$ cat config.mk
export PLATFORM = sky130hd
export DESIGN_NAME = chime_sequencer
export DESIGN_NICKNAME = d
export VERILOG_FILES = /design/src/rtl/chime_sequencer.sv
export SDC_FILE = /design/constraint.sdc
export NUM_CORES = 1
export LEC_CHECK = 0
export ABC_AREA = 1
export BUFFER_PORTS_ARGS = -buffer_cell sky130_fd_sc_hd__buf_2
export CORE_MARGIN = 4
export CORE_UTILIZATION = 30
export CTS_CLUSTER_SIZE = 16
export DETAILED_ROUTE_END_ITERATION = 8
export GPL_TIMING_DRIVEN = 0
export HOLD_SLACK_MARGIN = 0.1
export PLACE_DENSITY = 0.52
export SLEW_MARGIN = 20
export SYNTH_ARGS = -nofsm -noshare
export SYNTH_HDL_FRONTEND = slang
export SYNTH_SLANG_ARGS = --single-unit
$ cat constraint.sdc
create_clock -name _1kHzIN -period 1.9 [get_ports _1kHzIN]
set_input_delay 0.57 -clock _1kHzIN [delete_from_list [all_inputs] [get_ports _1kHzIN]]
set_output_delay 0.57 -clock _1kHzIN [all_outputs]
set_load 0.005 [all_outputs]
$ cat src/rtl/chime_sequencer.sv
// chime_sequencer: turns each new hourly alarm rise into a radio time signal,
// PIPS short 250 Hz pips followed by one long 500 Hz pip, on a 1 kHz clock.
module chime_sequencer #(
  parameter int PIPS    = 3,
  parameter int PIP_MS  = 100,
  parameter int GAP_MS  = 100,
  parameter int LONG_MS = 300
) (
  input  logic _1kHzIN,
  input  logic CR,
  input  logic ALARM_Radio,
  input  logic Chime_En,
  output logic Speaker,
  output logic Busy,
  output logic Done
);

  localparam int MAX_A  = (PIP_MS > GAP_MS) ? PIP_MS : GAP_MS;
  localparam int MAX_MS = (MAX_A > LONG_MS) ? MAX_A : LONG_MS;
  localparam int DW     = $clog2(MAX_MS + 1);

  localparam logic [DW-1:0] PIP_LAST  = DW'(PIP_MS - 1);
  localparam logic [DW-1:0] GAP_LAST  = DW'(GAP_MS - 1);
  localparam logic [DW-1:0] LONG_LAST = DW'(LONG_MS - 1);
  localparam logic [2:0]    PIPS_C    = 3'(PIPS);

  typedef enum logic [1:0] {IDLE, PIP_ON, PIP_OFF, LONG_ON} state_t;

  // trigger path
  logic       sync1_q, a_s_q, a_d_q, rise_q, armed_q;
  logic [1:0] fill_q;

  // sequencer
  state_t        state_q;
  logic [DW-1:0] dur_q;
  logic [2:0]    pip_q;
  logic [1:0]    ph_q;
  logic          spk_q, busy_q, done_q;

  logic [DW-1:0] dur_d;
  logic [2:0]    pip_d;
  logic [1:0]    ph_d;

  assign dur_d = dur_q + DW'(1);
  assign pip_d = pip_q + 3'd1;
  assign ph_d  = ph_q + 2'd1;

  assign Speaker = spk_q;
  assign Busy    = busy_q;
  assign Done    = done_q;

  // Synchronize the alarm level, detect its rise, and arm only once a genuine
  // low level has been seen after reset (fill_q marks real samples in a_s_q),
  // so a level already high at reset release never chimes.
  always_ff @(posedge _1kHzIN) begin
    if (CR) begin
      sync1_q <= 1'b0;
      a_s_q   <= 1'b0;
      a_d_q   <= 1'b0;
      rise_q  <= 1'b0;
      fill_q  <= 2'b00;
      armed_q <= 1'b0;
    end else begin
      sync1_q <= ALARM_Radio;
      a_s_q   <= sync1_q;
      a_d_q   <= a_s_q;
      rise_q  <= a_s_q & ~a_d_q;
      fill_q  <= {fill_q[0], 1'b1};
      if (fill_q[1] && !a_s_q) armed_q <= 1'b1;
    end
  end

  // Pip sequencer FSM; outputs are registered from the next state so Busy
  // and Speaker line up cycle-exactly with the state register.
  always_ff @(posedge _1kHzIN) begin
    if (CR) begin
      state_q <= IDLE;
      dur_q   <= '0;
      pip_q   <= '0;
      ph_q    <= '0;
      spk_q   <= 1'b0;
      busy_q  <= 1'b0;
      done_q  <= 1'b0;
    end else begin
      done_q <= 1'b0;
      if (state_q != IDLE && !Chime_En) begin
        state_q <= IDLE;
        dur_q   <= '0;
        ph_q    <= '0;
        spk_q   <= 1'b0;
        busy_q  <= 1'b0;
      end else begin
        case (state_q)
          IDLE: begin
            if (armed_q && Chime_En && rise_q) begin
              state_q <= PIP_ON;
              pip_q   <= '0;
              dur_q   <= '0;
              ph_q    <= '0;
              spk_q   <= 1'b1;
              busy_q  <= 1'b1;
            end
          end
          PIP_ON: begin
            if (dur_q == PIP_LAST) begin
              state_q <= PIP_OFF;
              dur_q   <= '0;
              spk_q   <= 1'b0;
            end else begin
              dur_q <= dur_d;
              ph_q  <= ph_d;
              spk_q <= ~ph_d[1];
            end
          end
          PIP_OFF: begin
            if (dur_q == GAP_LAST) begin
              state_q <= (pip_d == PIPS_C) ? LONG_ON : PIP_ON;
              pip_q   <= pip_d;
              dur_q   <= '0;
              ph_q    <= '0;
              spk_q   <= 1'b1;
            end else begin
              dur_q <= dur_d;
            end
          end
          LONG_ON: begin
            if (dur_q == LONG_LAST) begin
              state_q <= IDLE;
              dur_q   <= '0;
              spk_q   <= 1'b0;
              busy_q  <= 1'b0;
              done_q  <= 1'b1;
            end else begin
              dur_q <= dur_d;
              ph_q  <= ph_d;
              spk_q <= ~ph_d[0];
            end
          end
          default: begin
            state_q <= IDLE;
            spk_q   <= 1'b0;
            busy_q  <= 1'b0;
          end
        endcase
      end
    end
  end

endmodule

==> flow_summary.json <==
{
  "rows": 24,
  "num-fill-cells": 477,
  "wire_per_inst_microns": 10.3,
  "cts_buffers": 3,
  "cp_max_fo": 9,
  "finalSetupViolCount": 0,
  "critPathLaunchType": "register",
  "fp.dieW_microns": 76.7,
  "drive_gt1_share_pct": 16.4,
  "crit_arrival_ps": 1760,
  "max_freq_ghz": 0.621,
  "hold_buffers": 0,
  "grt_pass1_vias": 1085,
  "ys_warn_count": 0,
  "core_sq_um": 4470,
  "r2r_slack_ps": 290,
  "overflow": 0,
  "cp-endpoint": "pip_q[2]$_SDFFE_PP0P_",
  "port_buffers": 5,
  "drt.antenna.violating_nets": 0,
  "die_area_sq_um": 5890,
  "hpwl_microns": 2030,
  "synth_nets": 210,
  "critPathLaunch": "state_q[1]$_SDFFE_PP0P_",
  "insertion_delay_ps": 270,
  "yosysSeqAreaShare_pct": 36.7,
  "grt_pass1_wl_microns": 4720,
  "num_vias": 1174,
  "ir_worst_vdd_mv": 0.389,
  "synth-seq-cells": 26,
  "avgSynthCellArea_sq_um": 7.16,
  "min_path_cells": 1,
  "synth_top_cell_area_share_pct": 36.7,
  "place_worst_setup_slack_ps": 291,
  "max-slew-margin-rel_pct": 70.8,
  "synth.distinct_cells": 23,
  "worstMarginPinSlew_ps": 438,
  "cts_resized": 0,
  "fin_tns_setup_ps": 0,
  "drt_iter0_markers": 76,
  "clock-root-buffer": "clkbuf_8",
  "maxCapViolCount": 0,
  "syn_inst": 198,
  "antennaDiodeCount": 0,
  "areaGrowthSynthToFinish_pct": 11.4,
  "gp_congestion": 0.802,
  "finalWorstSetupSlack_ps": 289,
  "fin_crit_sh_pct": 84.8,
  "mappedNetlistArea_sq_um": 1420,
  "r2r-start": "state_q[1]$_SDFFE_PP0P_",
  "grt_start_max_net_pins": 16,
  "worstPathRequired_ps": 2050,
  "wl_microns": 2670,
  "status": "finished clean",
  "yosys.area.top_type": "dfxtp_1",
  "slew_violations": 0,
  "rsz0062_at_grt": "no",
  "io_pins": 7,
  "fin_skew_ps": 1.53,
  "p_total_mw": 1.50,
  "dieHeight_microns": 76.7,
  "pwr_density_cell_nw_per_um2": 951,
  "clock_path_buffers": 2,
  "leakage_nw": 0.691,
  "dr.pass1.iters": 5,
  "layout.nets": 220,
  "antenna_found_initial": 0,
  "worstSetupEndpointType": "register",
  "period_minus_slack_ps": 1610,
  "clkTransAtPathRegs_ps": 90,
  "track_usage_pct": 9.61,
  "hp-class": "reg -> reg",
  "synthTopCellsByArea": "dfxtp_1 37%, nand2_1 11%, nor2_1 8.7%, ha_1 7.1%, inv_1 5.6%",
  "drc": 0,
  "reg2regPathDepth": 8,
  "via_per_inst": 4.53,
  "cts_setup_buffers": 0,
  "r2r-end": "pip_q[2]$_SDFFE_PP0P_",
  "cts_max_level": 1,
  "crit_type": "reg -> reg",
  "clock-sinks": 26,
  "hold_violations": 0,
  "initial_utilization_pct": 31.7,
  "cts_tree": "done"
}
==> flip-flops by register name, indices dropped and copies added (netlist names), 2 cells and up <==
register	cells
ph_q	2
pip_q	3
state_q	2
dur_q	9
fill_q	2
==> how the worst min path moves through the flow <==
stage,end,startpoint
global placement,rise_q$_SDFF_PP0_,a_d_q$_SDFF_PP0_
global route,rise_q$_SDFF_PP0_,a_d_q$_SDFF_PP0_
floorplan,rise_q$_SDFF_PP0_,a_d_q$_SDFF_PP0_
finish,rise_q$_SDFF_PP0_,a_d_q$_SDFF_PP0_
CTS,rise_q$_SDFF_PP0_,a_d_q$_SDFF_PP0_
detailed placement,rise_q$_SDFF_PP0_,a_d_q$_SDFF_PP0_
==> critical path, stage by stage, from the launching register on <==
cell and delay [ps]:
dfxtp_1 420, inv_1 120, ha_1 240, nand2_2 140, inv_2 110, a21oi_4 200
nand2_1 120, nand2_1 70, a21oi_1 60
==> kinds of logic after synthesis <==
family	synth area share, %
adders and majority gates	7.06
AOI/OAI and AO/OA	7.24
and+or+nand+nor	39.2
buffers and inverters	7.94
DFF	36.7
xor gates and xnor gates	1.85
==> cell usage in the layout (no fill, tap or decap), drive strengths merged <==
cell,n
or2,1
a21oi,8
xor2,3
nor2,38
inv,26
nor3,6
dfxtp,26
o21ai,9
clkbuf,4
buf,6
nand2,54
bufinv,1
nand4,2
nand3,14
o22ai,1
ha,8
==> layout make-up <==
type	count	area, sq um	share of cell area (%)
Inverter	26	97.6	6.18
Multi-Input combinational cell	144	785	49.7
Clock inverter	1	30.0	1.90
Timing Repair Buffer	5	25.0	1.58
Clock buffer	3	41.3	2.61
Tap cell	52	65.1	4.12
Sequential cell	26	520	33.0
Buffer	2	15.0	0.951
==> report_power, final <==
part	internal, mW	switching, mW	leakage, nW	total, mW
Sequential	0.583	0.0290	0.211	0.612
Combinational	0.150	0.278	0.444	0.428
Clock	0.282	0.179	0.0357	0.461
Total	1.01	0.486	0.691	1.50
==> synthesized netlist by cell type <==
cell / count
or2_2: 1
o22ai_1: 1
nor2_4: 2
nand4_1: 2
buf_6: 1
o21ai_0: 7
ha_1: 8
nand2_1: 42
nor2_2: 2
dfxtp_1: 26
nand2_2: 7
inv_1: 21
a21oi_1: 7
nor3_1: 6
nor2_8: 1
xor2_1: 3
nand3_1: 14
a21oi_4: 1
nor2_1: 33
clkbuf_1: 1
o21ai_1: 2
inv_2: 5
nand2_4: 5
==> through the flow <==
| step | utilization [%] | instances | hold WS (ps) | area, sq um |
|---|---|---|---|---|
| 2_1_floorplan | - | 198 | 373 | 1420 |
| 3_3_place_gp | 33.7 | 255 | 382 | 1510 |
| 3_5_place_dp | 33.7 | 255 | 380 | 1510 |
| 4_1_cts | 35.3 | 259 | 407 | 1580 |
| 5_1_grt | 35.3 | 259 | 412 | 1580 |
| 6_report | 35.3 | 259 | 405 | 1580 |
==> routing by layer <==
metal  global-route usage [%]  vias to the layer above  share of wire, %
met3                     1.76                        4               2.4
met2                     16.4                       20                47
met4                     3.80                        0               1.4
met1                     11.9                      517                49
li1                         -                      633                 -
met5                        0                        -                 0
Note: power is estimated with default switching activity, not from simulation.
